## src/rtl/ghost_pkg.sv

```systemverilog
// Shared types and constants for the ghost movement datapath.
// Shared by the ghost stepper and the tile-target helper.
package ghost_pkg;

    localparam int MAZE_W     = 28;
    localparam int MAZE_H     = 31;
    localparam int NUM_GHOSTS = 4;
    localparam int ADDR_W     = 10;
    localparam int POS_W      = 5;

    typedef logic [POS_W-1:0] ghost_pos_t;

    typedef enum logic [2:0] {
        DIR_NONE  = 3'd0,
        DIR_UP    = 3'd1,
        DIR_DOWN  = 3'd2,
        DIR_LEFT  = 3'd3,
        DIR_RIGHT = 3'd4
    } dir_t;

    typedef enum logic [2:0] {
        ST_IDLE,
        ST_ADDR,
        ST_WAIT,
        ST_UPDATE,
        ST_DONE
    } state_t;

    localparam ghost_pos_t GHOST_START_X [NUM_GHOSTS] = '{5'd13, 5'd11, 5'd13, 5'd15};
    localparam ghost_pos_t GHOST_START_Y [NUM_GHOSTS] = '{5'd11, 5'd14, 5'd14, 5'd14};

    // Row-major tile address; 30*28+27 = 867 is the largest value and fits in 10 bits.
    function automatic logic [ADDR_W-1:0] tile_addr(input ghost_pos_t x, input ghost_pos_t y,
                                                    input int width);
        return ADDR_W'(y) * ADDR_W'(width) + ADDR_W'(x);
    endfunction

endpackage

```

## src/rtl/ghost_motion_stepper_target_calc.sv

```systemverilog
// Combinational next-tile calculator with horizontal tunnel wrap and vertical edge detection.
// Kept standalone so the player mover can reuse the same wrap rules.
module ghost_target_calc #(
    parameter int MAZE_W = ghost_pkg::MAZE_W,
    parameter int MAZE_H = ghost_pkg::MAZE_H
) (
    input  ghost_pkg::ghost_pos_t i_x,
    input  ghost_pkg::ghost_pos_t i_y,
    input  logic [2:0]            i_dir,
    output ghost_pkg::ghost_pos_t o_tx,
    output ghost_pkg::ghost_pos_t o_ty,
    output logic                  o_out_of_grid
);
    import ghost_pkg::*;

    localparam ghost_pos_t X_LAST = POS_W'(MAZE_W - 1);
    localparam ghost_pos_t Y_LAST = POS_W'(MAZE_H - 1);

    // NOTE: every output gets a default before the case, so no path through
    // this block leaves a signal unassigned and no latch is inferred.
    always_comb begin
        o_tx          = i_x;
        o_ty          = i_y;
        o_out_of_grid = 1'b0;
        case (i_dir)
            DIR_UP: begin
                if (i_y == '0) o_out_of_grid = 1'b1;
                else           o_ty          = i_y - 5'd1;
            end
            DIR_DOWN: begin
                if (i_y == Y_LAST) o_out_of_grid = 1'b1;
                else               o_ty          = i_y + 5'd1;
            end
            DIR_LEFT:  o_tx = (i_x == '0)     ? X_LAST : i_x - 5'd1;
            DIR_RIGHT: o_tx = (i_x == X_LAST) ? '0     : i_x + 5'd1;
            default: ;
        endcase
    end

endmodule

```

## src/rtl/ghost_motion_stepper.sv

```systemverilog
// Frame-divided ghost mover: each sweep checks the wall memory for every ghost's
// target tile in turn, then moves the ghost or marks it blocked.
module ghost_motion_stepper #(
    parameter int MAZE_W   = ghost_pkg::MAZE_W,
    parameter int MAZE_H   = ghost_pkg::MAZE_H,
    parameter int MOVE_DIV = 8
) (
    input  logic             Clk,
    input  logic             Reset_n,
    input  logic             frame_tick,
    input  logic             restart,
    input  logic [3:0][2:0]  ghost_dir,
    output logic [9:0]       maze_addr,
    input  logic             maze_wall,
    output logic [3:0][4:0]  ghost_x,
    output logic [3:0][4:0]  ghost_y,
    output logic [3:0]       ghost_blocked,
    output logic             step_done,
    output logic             overrun
);
    import ghost_pkg::*;

    state_t                  r_state;
    state_t                  w_state_next;
    logic [7:0]              r_div;
    logic [1:0]              r_g;
    logic [3:0][2:0]         r_dir;
    ghost_pos_t [3:0]        r_x;
    ghost_pos_t [3:0]        r_y;
    logic [3:0]              r_blocked;
    logic                    r_overrun;
    logic [ADDR_W-1:0]       r_maze_addr;

    logic [2:0]              w_cur_dir;
    ghost_pos_t              w_tx;
    ghost_pos_t              w_ty;
    logic                    w_out_of_grid;
    logic [ADDR_W-1:0]       w_tile_addr;
    logic                    w_in_idle;
    logic                    w_sweep_start;
    logic                    w_dir_active;
    logic                    w_move;

    assign w_cur_dir     = r_dir[r_g];
    assign w_in_idle     = (r_state == ST_IDLE);
    assign w_sweep_start = w_in_idle && frame_tick && !restart && (r_div == 8'(MOVE_DIV - 1));
    assign w_dir_active  = (w_cur_dir >= DIR_UP) && (w_cur_dir <= DIR_RIGHT);
    assign w_move        = w_dir_active && !maze_wall && !w_out_of_grid;
    assign w_tile_addr   = tile_addr(w_tx, w_ty, MAZE_W);

    ghost_target_calc #(
        .MAZE_W (MAZE_W),
        .MAZE_H (MAZE_H)
    ) u_target (
        .i_x           (r_x[r_g]),
        .i_y           (r_y[r_g]),
        .i_dir         (w_cur_dir),
        .o_tx          (w_tx),
        .o_ty          (w_ty),
        .o_out_of_grid (w_out_of_grid)
    );

    // NOTE: sequential state uses non-blocking assignments only, so every
    // register samples pre-edge values regardless of block ordering.
    always_ff @(posedge Clk or negedge Reset_n) begin
        if (!Reset_n) r_state <= ST_IDLE;
        else          r_state <= w_state_next;
    end

    always_comb begin
        w_state_next = r_state;
        case (r_state)
            ST_IDLE:   if (w_sweep_start) w_state_next = ST_ADDR;
            ST_ADDR:   w_state_next = ST_WAIT;
            ST_WAIT:   w_state_next = ST_UPDATE;
            ST_UPDATE: w_state_next = (r_g == 2'd3) ? ST_DONE : ST_ADDR;
            ST_DONE:   w_state_next = ST_IDLE;
            default:   w_state_next = ST_IDLE;
        endcase
        if (restart) w_state_next = ST_IDLE;
    end

    // Address is live during ADDR and held from the register through WAIT/UPDATE.
    always_comb begin
        step_done = (r_state == ST_DONE);
        maze_addr = (r_state == ST_ADDR) ? w_tile_addr : r_maze_addr;
    end

    // NOTE: the position table is only eight 5-bit registers, so it is reset
    // explicitly rather than treated as an uninitialised memory.
    always_ff @(posedge Clk or negedge Reset_n) begin
        if (!Reset_n) begin
            for (int i = 0; i < NUM_GHOSTS; i++) begin
                r_x[i] <= GHOST_START_X[i];
                r_y[i] <= GHOST_START_Y[i];
            end
            r_blocked   <= '0;
            r_overrun   <= 1'b0;
            r_div       <= '0;
            r_g         <= '0;
            r_dir       <= '0;
            r_maze_addr <= '0;
        end else if (restart) begin
            for (int i = 0; i < NUM_GHOSTS; i++) begin
                r_x[i] <= GHOST_START_X[i];
                r_y[i] <= GHOST_START_Y[i];
            end
            r_blocked   <= '0;
            r_overrun   <= 1'b0;
            r_div       <= '0;
            r_g         <= '0;
            r_maze_addr <= '0;
        end else begin
            if (frame_tick) begin
                if (w_in_idle) r_div <= (r_div == 8'(MOVE_DIV - 1)) ? 8'd0 : r_div + 8'd1;
                else           r_overrun <= 1'b1;
            end
            if (w_sweep_start) begin
                r_dir <= ghost_dir;
                r_g   <= '0;
            end
            if (r_state == ST_ADDR) r_maze_addr <= w_tile_addr;
            if (r_state == ST_UPDATE) begin
                if (w_move) begin
                    r_x[r_g] <= w_tx;
                    r_y[r_g] <= w_ty;
                end
                r_blocked[r_g] <= w_dir_active && !w_move;
                if (r_g != 2'd3) r_g <= r_g + 2'd1;
            end
        end
    end

    assign ghost_x       = r_x;
    assign ghost_y       = r_y;
    assign ghost_blocked = r_blocked;
    assign overrun       = r_overrun;

endmodule

```

## config.mk

```make
export PLATFORM = sky130hd
export DESIGN_NAME = ghost_motion_stepper
export DESIGN_NICKNAME = d
export VERILOG_FILES = /design/src/rtl/ghost_pkg.sv /design/src/rtl/ghost_motion_stepper_target_calc.sv /design/src/rtl/ghost_motion_stepper.sv
export SDC_FILE = /design/constraint.sdc
export NUM_CORES = 1
export LEC_CHECK = 0
export ABC_AREA = 1
export CAP_MARGIN = 0
export CORE_MARGIN = 1
export CORE_UTILIZATION = 45
export CTS_CLUSTER_DIAMETER = 50
export DETAILED_ROUTE_END_ITERATION = 10
export GPL_TIMING_DRIVEN = 1
export PLACE_DENSITY = 0.7
export SLEW_MARGIN = 20
export SYNTH_ARGS = -nofsm -noshare
export SYNTH_HDL_FRONTEND = slang
export SYNTH_HIERARCHICAL = 1
export SYNTH_SLANG_ARGS = --single-unit
```

## constraint.sdc

```tcl
create_clock -name Clk -period 6.11 [get_ports Clk]
set_clock_uncertainty 0.1 [all_clocks]
set_input_delay 0.9165 -clock Clk [delete_from_list [all_inputs] [get_ports Clk]]
set_output_delay 0.9165 -clock Clk [all_outputs]
set_load 0.02 [all_outputs]
```

; ---- Yosys cells after proc, flatten, opt, wreduce, memory -nomap -nowiden
; Index checks and enable logic that the tools add are counted.
[totals]
input_bits = 17
regBits = 80
word_cells = 116
[classes]
bitwise = 1
n_mul = 1
eq_ne = 15
order_cmp = 4
add_sub_neg = 7
reduce_logical = 23
mux = 47
[ops]
columns = cell, count
row1 = $mux W20, 6
row2 = $bwmux W20, 2
row3 = $mux W5, 7
row4 = $mux W8, 4
row5 = $bmux W5 S2, 2
row6 = $mux W10, 2
row7 = $pmux W5 S2, 2
row8 = $eq A3 B2 Y1 const B, 4
row9 = $mux W3, 4
row10 = $pmux W3 S4, 1
row11 = $add A10 B5 Y10, 1
row12 = $add A5 B1 Y5 const B, 2
row13 = $demux W5 S2, 1
row14 = $eq A5 B5 Y1 const B, 2
row15 = $logic_not A5 Y1, 2
row16 = $sub A5 B1 Y5 const B, 2
row17 = $add A8 B1 Y8 const B, 1
row18 = $eq A8 B3 Y1 const B, 1
row19 = $logic_and A1 B1 Y1, 8
row20 = $mul A5 B3 Y8 const B, 1
row21 = $mux W2, 4
row22 = $mux W4, 2
row23 = $reduce_and A2 Y1, 4
row24 = $reduce_bool A2 Y1, 4
row25 = 18 further kinds, 29

; ---- Depth between registers and ports, before layout
; Gate-level depths: netlist of the first run.
[logic_depth]
word_depth = 12
depth_mapped = 26
depth_no_buf = 25

; ---- By module
; The synthesis of the first run kept the hierarchy.
[modules_own_cells]
columns = module, area_each_um2, cells_per_inst, instances
row1 = ghost_motion_stepper, 4815.9, 600, 1
row2 = ghost_target_calc, 640.6, 133, 1

; ---- Worst setup path before layout of the first run
; OpenSTA, ideal clock, no wires.
[synth_path]
path_type = register to output
from = register r_g[0]
to = output port maze_addr[9]
stages_incl_launch_ff = 23
path_slack_ps = 919
n_path_buf = 2
arrival_time_ps = 4174
cell_sequence = dfrtp_1 > buf_6 > inv_4 > clkbuf_1 > nor2_1 > o22ai_1 > inv_1 > ha_1 > nand3_1 > nand2_1 > inv_1 > nand2_1 > nand3_1 > fa_1 > ha_1 > fa_1 > xor2_1 > nand3_1 > nor2_1 > nand3_1 > nand3_1 > nand2_1 > inv_1
[synth_via]
elab_chain_cells = 8
[synth_lines]
columns = item, line_no
row1 = start: declaration, ghost_motion_stepper.sv:26  ; logic [1:0] r_g;
row2 = start signal: assignment, ghost_motion_stepper.sv:129  ; if (r_g != 2'd3) r_g <= r_g + 2'd1;
row3 = $bmux W5 S2, ghost_motion_stepper.sv:56  ; .i_y (r_y[r_g]),
row4 = $mux W5 (not written as such), ghost_motion_stepper.sv:56
row5 = $add A5 B1 Y5 (tied with other cells), ghost_motion_stepper_target_calc.sv:32  ; else o_ty = i_y + 5'd1;
row6 = $mux W5 (on tied branches), "ghost_motion_stepper_target_calc.sv:31, ghost_motion_stepper_target_calc.sv:27"
row7 = $pmux W5 S2 (*), ghost_motion_stepper_target_calc.sv:25  ; case (i_dir)
row8 = via w_ty[2], ghost_motion_stepper.sv:36  ; ghost_pos_t w_ty;
row9 = $mul A5 B3 Y8 (*), ghost_pkg.sv:35  ; return ADDR_W'(y) * ADDR_W'(width) + ADDR_W'(x);
row10 = $add A10 B5 Y10 (*), ghost_pkg.sv:35
row11 = $mux W10 (*), n/a
row12 = end: declaration, ghost_motion_stepper.sv:13  ; output logic [9:0] maze_addr,
; Mark *: on every way through the listed nets, which the timed path passes. The rest lies on a longest branch. The select of a mux whose other input is x is not followed.

; ---- Worst setup path after layout of the first run
; Same ends and word-level chain as after synthesis.

==> results of run 1 <==
## through the flow
stage | utilization | cell area [sq um] | std cells | hold slack (ns)
finish | 0.5747 | 6674 | 954 | 0.3738
CTS | 0.5673 | 6589 | 950 | 0.3767
global route | 0.5747 | 6674 | 954 | 0.3985
global placement | 0.5424 | 6300 | 934 | 0.3660
floorplan | - | 5456 | 733 | 0.3797
detailed placement | 0.5424 | 6300 | 934 | 0.3677
## power by group through the flow
| stage | registers (uW) | clock network [uW] | logic, uW |
|---|---|---|---|
| CTS | 630 | 549 | 776 |
| global placement | 638 | 0 | 761 |
| global route | 636 | 571 | 896 |
| finish | 631 | 540 | 804 |
| floorplan | 660 | 0 | 487 |
| detailed placement | 639 | 0 | 768 |
## logic make-up (layout without fill, tap and decap cells)
group | Yosys count | in the layout | synth area share
XOR/XNOR | 8 | 8 | 0.01284
flip-flops | 80 | 80 | 0.3726
AND/OR/NAND/NOR | 405 | 405 | 0.3414
buffers and inverters | 115 | 193 | 0.08966
adder cells (fa/ha/maj) | 26 | 26 | 0.06788
multiplexers | 12 | 12 | 0.02820
AO/OA/AOI/OAI | 87 | 87 | 0.08737
## routing by layer
layer	routed length (microns)	vias up	part of all wire	track usage
met5	0	-	0	0
met4	303	0	0.018	0.07644
li1	-	2544	-	-
met2	7859	172	0.47	0.4402
met3	1095	24	0.066	0.06533
met1	7337	2589	0.44	0.3656
## layout make-up
cell class                 instances  area [sq um]  share of cell area
multi-input combinational        538          2978              0.4462
sequential                        80          2036              0.3050
tap                              143         178.9             0.02681
timing repair buffer              89         852.1              0.1277
inverter                          88         340.3             0.05099
clock buffer                      11         232.7             0.03487
clock inverter                     5         56.30            0.008436
## worst max-delay path: stages, from the launching register on
cell             delay, ns
dfrtp_2               0.48
inv_6                 0.17
nor2_1                0.06
o22ai_1               0.25
inv_2                 0.13
ha_1                  0.27
nand3_1               0.13
inv_1                 0.05
nand2_1               0.07
nand2_1               0.05
nand2_1               0.05
nand2_1               0.15
fa_1                  0.50
ha_1                  0.24
fa_1                  0.44
xor2_2                0.18
nand3_1               0.13
nor2_2                0.16
nand3_1               0.08
nand3_1               0.08
nand2_1               0.06
inv_1                 0.05
clkdlybuf4s50_1       0.59
## sequential cells by signal, indices dropped and copies added, names as in the netlist
name and cells:
ghost_x 20, ghost_y 20, r_dir 12, r_maze_addr 10, r_div 8, ghost_blocked 4
r_state 3, r_g 2, overrun 1
## final timing paths
path | start | to | slack (ns) | cells past startpoint
max | r_g[0] | maze_addr[9] | 0.35 | 22
min | ghost_y[13] | ghost_y[13] | 0.37 | 2
max reg2reg | r_g[0] | r_maze_addr[8] | 2.00 | 20
min reg2reg | ghost_y[13] | ghost_y[13] | 0.37 | 2
max in group asynchronous | Reset_n | r_g[1] | 4.89 | 1
min in group asynchronous | Reset_n | ghost_blocked[0] | 0.51 | 1
## placed cells by master, fill, tap and decap left out, types with 4 or more instances in the layout
master,count
a211oi_1,5
dfstp_2,25
nand3_1,97
nand2_2,8
xor2_1,7
nor2_1,46
clkbuf_16,9
o22ai_1,12
dfrtp_1,53
fa_1,6
ha_1,20
inv_1,83
mux2_2,7
nor2_2,4
nand4_1,24
mux2_4,5
or2_2,7
o21ai_0,42
buf_4,17
clkdlybuf4s50_1,70
nand2_1,203
a21oi_1,19
## what timing repair did
| action | CTS | global route |
|---|---|---|
| buffers inserted | 0 | 4 |
| hold endpoints to repair | 0 | 0 |
| endpoints found under the setup margin | 0 | 5 |
| gates resized for setup | 0 | 16 |
| hold buffers | 0 | 0 |
==> flow_metrics.env, run 1 <==
export IMPL_violations="design-rule violations"
export IMPL_grt_util_all_layers=0.2725
export IMPL_netlist_top_cells_count="203 x nand2_1, 99 x nand3_1, 84 x inv_1, 55 x dfrtp_1, 48 x nor2_1"
export IMPL_avgSynthCellArea_sq_um=7.444
export IMPL_place_ws_ns=0.4285
export IMPL_fp_row_count=39
export IMPL_drc_errors=3
export IMPL_area_growth_synth_to_final_pct=22.31
export IMPL_setup_violations=0
export IMPL_status="finished, violations left"
export IMPL_ys_warn_count=6
export IMPL_critPathCaptureType="output port"
export IMPL_postRouteAntennaNets=0
export IMPL_htreeDepth=3
export IMPL_synth_top_area_frac=0.2522
export IMPL_cts_max_path_buffers=2
export IMPL_yosysTopAreaCell="dfrtp_1"
export IMPL_p_per_area_mw_per_mm2=295.9
export IMPL_ios=73
export IMPL_power_frac_comb=0.407
export IMPL_internal_power_uw=1225
export IMPL_clk_pin_slew_ns=0.06
export IMPL_grt_overflow=0
export IMPL_grt_max_degree=81
export IMPL_cts_tree="done"
export IMPL_p_clk_frac=0.273
export IMPL_core_area_sq_mm=0.01161
export IMPL_arrival_ns=4.74
export IMPL_drive_gt1_frac=0.1356
export IMPL_synth_edf_count=0
export IMPL_fin_ws_ns=0.3493
export IMPL_place_congestion=0.9657
export IMPL_final_hold_violation_count=0
export IMPL_ys_seq_area_frac=0.3726
export IMPL_n_antenna_cell=0
export IMPL_crit_fanout=21
export IMPL_clk_latency_ns=0.35
export IMPL_root_buffer="clkbuf_16"
export IMPL_numCtsBuffers=9
export IMPL_max_clock_freq_mhz=173.6
export IMPL_crit_type="reg -> out"
export IMPL_first_iter_violations=387
export IMPL_final_max_slew_viol_count=0
export IMPL_power_net_switching_uw=749.7
export IMPL_die_w_microns=112.1
export IMPL_portBuffers=72
export IMPL_cts_num_sinks=80
export IMPL_async_reset_ff_frac=1.000
export IMPL_synth_area_sq_mm=0.005456
export IMPL_cp_data_required_time_ns=5.09
export IMPL_leakagePower_uw=0.003341
export IMPL_finalCritPeriodShare=0.9428
export IMPL_p_seq_frac=0.319
export IMPL_vias_per_cell=5.586
export IMPL_rsz0062_at_grt="no"
export IMPL_tightestPinTransition_ns=1.018
export IMPL_initial_core_util=0.4698
export IMPL_critPathLaunchType="flip-flop"
export IMPL_first_pass_iters=8
export IMPL_grt_pass1_vias=5047
export IMPL_total_power_uw=1975
export IMPL_synth_nets=776
export IMPL_dp_hpwl_microns=11960
export IMPL_ys_types=38
export IMPL_ys_seq_elements=80
export IMPL_slew_headroom=0.3188
export IMPL_yosysMostFrequentCell="nand2_1"
export IMPL_fill_cells=1101
export IMPL_routedWlPerCell_microns=17.40
export IMPL_die_area_sq_mm=0.01257
export IMPL_ir_drop_mv=0.2148
export IMPL_syn_inst=733
export IMPL_layout_nets=849
export IMPL_antenna_found_initial=0
export IMPL_die_h_microns=112.1
export IMPL_finalWirelength_microns=16600
export IMPL_synthTopCellsByArea="dfrtp_1 25%, nand2_1 14%, dfstp_2 12%"
export IMPL_fin_tns_setup_ns=0
export IMPL_p_sw_frac=0.3797
export IMPL_grt_pass1_wl_microns=26370
export IMPL_vias=5329
export IMPL_synth_ff_type="dfrtp_1"
export IMPL_min_period_ns=5.761
export IMPL_holdCritPathClass="reg -> reg"
export IMPL_timing_max_cap_violations=0
(Power assumes the default switching activity.)
==> inputs of run 2 (changes only) <==
CORE_UTILIZATION = 56   (was 45)
PLACE_DENSITY = 0.84   (was 0.7)
==> run 2 against run 1 <==
Effect of this change: the run now ends clean; final cell count fell by 1.5%; total power fell by 8.8%; via count rose by 2.2%; clock power fell by 33%; largest power group unchanged; final area fell by 1.8%; die area fell by 19%; critical path depth fell by 2; routed wire length fell by 3.2%; sequential share of layout area rose by 0.56 points.
==> flow_metrics.env, run 2 (same netlist as run 1, synthesis figures left out) <==
export IMPL_status="complete, no violations"
export IMPL_cts_max_path_buffers=2
export IMPL_drive_gt1_frac=0.1406
export IMPL_portBuffers=72
export IMPL_fp_row_count=35
export IMPL_critPathLaunch="r_g[1]"
export IMPL_clk_latency_ns=0.36
export IMPL_place_congestion=0.9239
export IMPL_r2r_cells=18
export IMPL_cts_hold_buf=0
export IMPL_layout_nets=849
export IMPL_cp_data_required_time_ns=5.09
export IMPL_cp_slowest_cell="clkdlybuf4s50_1"
export IMPL_min_period_ns=5.715
export IMPL_fill_cells=774
export IMPL_postRouteAntennaNets=0
export IMPL_crit_chain="clkinv_4, o21ai_0, o22ai_1, inv_2, ha_1, nand2_1, nor2_2, o21ai_0, nand3_1, fa_1, ha_1, ha_1, a21oi_1, nand2_1, nand3_1, nor2_2, inv_1, nand3_1, nand2_1, clkdlybuf4s50_1"
export IMPL_worstHoldEndpoint="ghost_y[12]"
export IMPL_slew_headroom=0.3528
export IMPL_routedWlPerCell_microns=17.10
export IMPL_seq_area_sq_mm=0.002036
export IMPL_finalCritPeriodShare=0.9354
export IMPL_root_buffer="clkbuf_8"
export IMPL_crit_cells=20
export IMPL_holdCritPathClass="reg -> reg"
export IMPL_grt_max_degree=81
export IMPL_fin_tns_setup_ns=0
export IMPL_cp_num_buf_inv=4
export IMPL_hp_start="ghost_y[12]"
export IMPL_p_per_area_mw_per_mm2=274.8
export IMPL_final_max_slew_viol_count=0
export IMPL_drc_errors=0
export IMPL_min_delay_path_depth=2
export IMPL_clk_pin_slew_ns=0.09
export IMPL_layout_common_cells="202 x nand2_1, 98 x nand3_1, 83 x inv_1, 69 x clkdlybuf4s50_1, 53 x dfrtp_1"
export IMPL_ir_drop_mv=0.2775
export IMPL_crit_type="reg -> out"
export IMPL_cts_tree="done"
export IMPL_tightestPinTransition_ns=0.9672
export IMPL_setup_violations=0
export IMPL_grt_pass1_wl_microns=25990
export IMPL_die_area_sq_mm=0.01014
export IMPL_place_area_sq_mm=0.006290
export IMPL_hold_ws_ns=0.3800
export IMPL_crit_family="adder cells"
export IMPL_antenna_found_initial=0
export IMPL_crit_fanout=16
export IMPL_max_stage_delay_ns=0.61
export IMPL_timing_max_cap_violations=0
export IMPL_grt_overflow=0
export IMPL_core_area_sq_mm=0.009328
export IMPL_die_h_microns=100.7
export IMPL_die_w_microns=100.7
export IMPL_leakagePower_uw=0.003288
export IMPL_ios=73
export IMPL_layout_commonest_cell="nand2_1"
export IMPL_vias_per_cell=5.793
export IMPL_grt_util_all_layers=0.3364
export IMPL_first_pass_iters=5
export IMPL_n_antenna_cell=0
export IMPL_r2r_start="r_g[1]"
export IMPL_rrSetupSlack_ns=1.93
export IMPL_grt_pass1_vias=5325
export IMPL_critPathLaunchType="flip-flop"
export IMPL_critPathCaptureType="output port"
export IMPL_dp_cells=921
export IMPL_arrival_ns=4.70
export IMPL_final_hold_violation_count=0
export IMPL_fin_area_sq_mm=0.006554
export IMPL_multiInputGateArea_sq_mm=0.002990
export IMPL_htreeDepth=3
export IMPL_total_power_uw=1801
export IMPL_r2r_end="r_maze_addr[8]"
export IMPL_dp_hpwl_microns=11830
export IMPL_finalWirelength_microns=16070
export IMPL_fin_cells=940
export IMPL_rsz0062_at_grt="no"
export IMPL_initial_core_util=0.5850
export IMPL_first_iter_violations=315
export IMPL_cts_num_sinks=80
export IMPL_vias=5445
export IMPL_area_growth_synth_to_final_pct=20.11
export IMPL_max_clock_freq_mhz=175.0
export IMPL_numCtsBuffers=9
[run 2: changes by cell type in the layout (fill, tap and decap cells not counted), sizes merged]
cell,change
clkdlybuf4s50,-1
clkinvlp,+2
dlymetal6s2s,+1
inv,-1
bufinv,-1
[run 2: layout make-up]
class / instances / share of cell area
Tap cell: 129 / 0.02463
Sequential cell: 80 / 0.3106
Inverter: 88 / 0.05155
Multi-Input combinational cell: 538 / 0.4563
Clock buffer: 11 / 0.02157
Clock inverter: 5 / 0.004964
Timing Repair Buffer: 89 / 0.1304
[run 2: repair_timing]
item / CTS / global route
setup buffers: 0 / 3
endpoints found under the setup margin: 0 / 5
resized for setup: 0 / 17
[run 2: worst max-delay path by stage]
stage / end / slack [ns]
after floorplan: maze_addr[9] / 0.92
after global placement: maze_addr[9] / 0.52
after detailed placement: maze_addr[8] / 0.40
after CTS: maze_addr[8] / 0.002
after global routing: maze_addr[7] / 0.02
final: maze_addr[7] / 0.39
[run 2: metal layers]
layer | wire length (microns) | vias to the layer above | part of all wire | track usage
li1 | - | 2554 | - | -
met1 | 6680 | 2565 | 0.42 | 0.4338
met2 | 7423 | 254 | 0.46 | 0.5232
met3 | 1202 | 72 | 0.075 | 0.07074
met4 | 764 | 0 | 0.048 | 0.1984
met5 | 0 | - | 0 | 0
[run 2: per-stage QoR]
stage | util | setup slack, ns
after floorplan | - | 0.9193
after global placement | 0.6743 | 0.5190
after detailed placement | 0.6743 | 0.4008
after CTS | 0.6930 | 0.001619
after global routing | 0.7026 | 0.01970
final | 0.7026 | 0.3950
[run 2: worst register-to-register path, stage by stage (launching register included)]
cell and delay, ns:
dfrtp_2 0.48, clkinv_4 0.14, o21ai_0 0.11, o22ai_1 0.23, inv_2 0.13, ha_1 0.21, nand2_1 0.14, nor2_2 0.06
o21ai_0 0.22, nand3_1 0.20, fa_1 0.48, ha_1 0.24, fa_1 0.56, inv_1 0.07, nor2_1 0.12, nand2_1 0.09
o21ai_0 0.23, nand3_1 0.14, a21oi_1 0.16
[run 2: power breakdown]
group,internal (uW),total [uW],switching [uW]
Clock,158,364,206
Sequential,593,631,38.8
Combinational,313,806,493
==> inputs of run 3 (changes only) <==
CTS_BUF_LIST = sky130_fd_sc_hd__clkbuf_16   (was not set)
CTS_CLUSTER_SIZE = 8   (was not set)
==> run 3 against run 2 <==
Effect of this change: sequential cell count did not move; first-iteration DRC count rose by 6.7%; core utilization rose by 0.90 points; critical path depth did not move; setup slack improved by 0.0076 ns; sequential power barely moved; sequential share of layout area fell by 0.39 points; final area rose by 1.3%.
==> flow_metrics.env, run 3 (same netlist as run 1, synthesis figures left out) <==
export IMPL_finalCritPeriodShare=0.9341
export IMPL_portBuffers=72
export IMPL_r2r_cells=18
export IMPL_wl_met1_microns=6756
export IMPL_cp_num_buf_inv=5
export IMPL_crit_chain="clkinv_4, o21ai_0, o22ai_1, inv_2, ha_1, nand2_1, nor2_2, o21ai_0, nand3_1, buf_4, fa_1, ha_2, a21oi_2, nand3_1, nand2_1, nor2_2, inv_1, nand3_1, nand2_1, clkdlybuf4s50_1"
export IMPL_drc_errors=0
export IMPL_top_layer="met4"
export IMPL_min_delay_path_depth=2
export IMPL_antenna_found_initial=0
export IMPL_crit_cells=20
export IMPL_min_period_ns=5.707
export IMPL_utilization=0.7116
export IMPL_drive_gt1_frac=0.1383
export IMPL_cts_hold_buf=0
export IMPL_first_iter_violations=336
export IMPL_cp_slowest_cell="clkdlybuf4s50_1"
export IMPL_core_area_sq_mm=0.009328
export IMPL_p_per_area_mw_per_mm2=293.2
export IMPL_critPathCaptureType="output port"
export IMPL_holdCritPathClass="reg -> reg"
export IMPL_die_w_microns=100.7
export IMPL_numCtsBuffers=9
export IMPL_ios=73
export IMPL_timing_max_cap_violations=0
export IMPL_critPathLaunchType="flip-flop"
export IMPL_tightestPinTransition_ns=1.001
export IMPL_layout_nets=848
export IMPL_hp_start="ghost_x[17]"
export IMPL_dr_wl_met3_microns=1219
export IMPL_cts_tree="done"
export IMPL_ir_drop_mv=0.3120
export IMPL_leakagePower_uw=0.003327
export IMPL_htreeDepth=3
export IMPL_grt_util_all_layers=0.3389
export IMPL_wl_met2_microns=7537
export IMPL_clk_latency_ns=0.33
export IMPL_fp_row_count=35
export IMPL_layout_common_cells="202 x nand2_1, 98 x nand3_1, 84 x inv_1, 69 x clkdlybuf4s50_1, 53 x dfrtp_1"
export IMPL_max_clock_freq_mhz=175.2
export IMPL_root_buffer="clkbuf_16"
export IMPL_rrSetupSlack_ns=1.97
export IMPL_status="complete, no violations"
export IMPL_vias_per_cell=5.858
export IMPL_rsz0062_at_grt="no"
export IMPL_crit_family="buffers and inverters"
export IMPL_finalWirelength_microns=16270
export IMPL_max_stage_delay_ns=0.61
export IMPL_die_h_microns=100.7
export IMPL_arrival_ns=4.69
export IMPL_place_congestion=0.9239
export IMPL_postRouteAntennaNets=0
export IMPL_first_pass_iters=7
export IMPL_crit_fanout=16
export IMPL_grt_pass1_vias=5321
export IMPL_final_max_slew_viol_count=0
export IMPL_cts_max_path_buffers=2
export IMPL_cp_data_required_time_ns=5.09
export IMPL_grt_overflow=0
export IMPL_critPathLaunch="r_g[1]"
export IMPL_vias=5501
export IMPL_grt_pass1_wl_microns=26250
export IMPL_slew_headroom=0.3302
export IMPL_area_growth_synth_to_final_pct=21.65
export IMPL_initial_core_util=0.5850
export IMPL_dp_hpwl_microns=11830
export IMPL_r2r_start="r_g[1]"
export IMPL_grt_max_degree=81
export IMPL_layout_commonest_cell="nand2_1"
export IMPL_hold_ws_ns=0.3768
export IMPL_final_hold_violation_count=0
export IMPL_clk_pin_slew_ns=0.06
export IMPL_cts_num_sinks=80
export IMPL_routedWlPerCell_microns=17.32
export IMPL_fin_tns_setup_ns=0
export IMPL_setup_violations=0
export IMPL_crit_type="reg -> out"
export IMPL_n_antenna_cell=0
export IMPL_die_area_sq_mm=0.01014
==> run 3: cell type report <==
class,instances,area [sq um]
clock buffers,9,225.2
clock inverters,7,40.04
fillers,760,2690
inverters,88,337.8
multi-input cells,538,2990
flip-flops and latches,80,2036
well taps,129,161.4
repair buffers,88,847.1
==> run 3: final timing paths <==
path	end
worst min-delay path	ghost_x[17]
worst min register to register	ghost_x[17]
worst max-delay path	maze_addr[7]
min in group asynchronous	ghost_blocked[2]
worst max register to register	r_maze_addr[8]
max in group asynchronous	r_g[1]
==> run 3: per-stage QoR <==
step           instance area [sq um]  instances  total power [uW]  setup WS (ns)
4_1_cts                         6555        937              1914        0.02481
3_3_place_gp                    6290        921              1386         0.5190
2_1_floorplan                   5456        733              1147         0.9193
6_report                        6638        939              1946         0.4026
3_5_place_dp                    6290        921              1408         0.4008
5_1_grt                         6638        939              2066        0.04255
==> run 3: timing repair <==
action	CTS	global route
resized for setup	0	17
endpoints found under the setup margin	0	5
hold endpoints to repair	0	0
setup buffers	0	2
==> run 3: where the power goes <==
part           total (uW)  switching, uW  internal (uW)
logic                 818            503            315
clock network         496            225            271
registers             633           39.1            593
total                1950            767           1180
==> run 3: worst reg2reg max path, delay by kind of cell (launching register included) <==
| kind | cells | cell delay, ns |
|---|---|---|
| adders and majority gates | 4 | 1.49 |
| AOI/OAI and AO/OA | 5 | 0.93 |
| and+or+nand+nor | 6 | 0.73 |
| DFF | 1 | 0.48 |
| buffers and inverters | 3 | 0.35 |
==> run 3: metal layers <==
layer  vias up  track usage
met3        68      0.06172
met1      2585       0.4383
met4         0       0.1984
met2       298       0.5337
li1       2550            -
met5         -            0
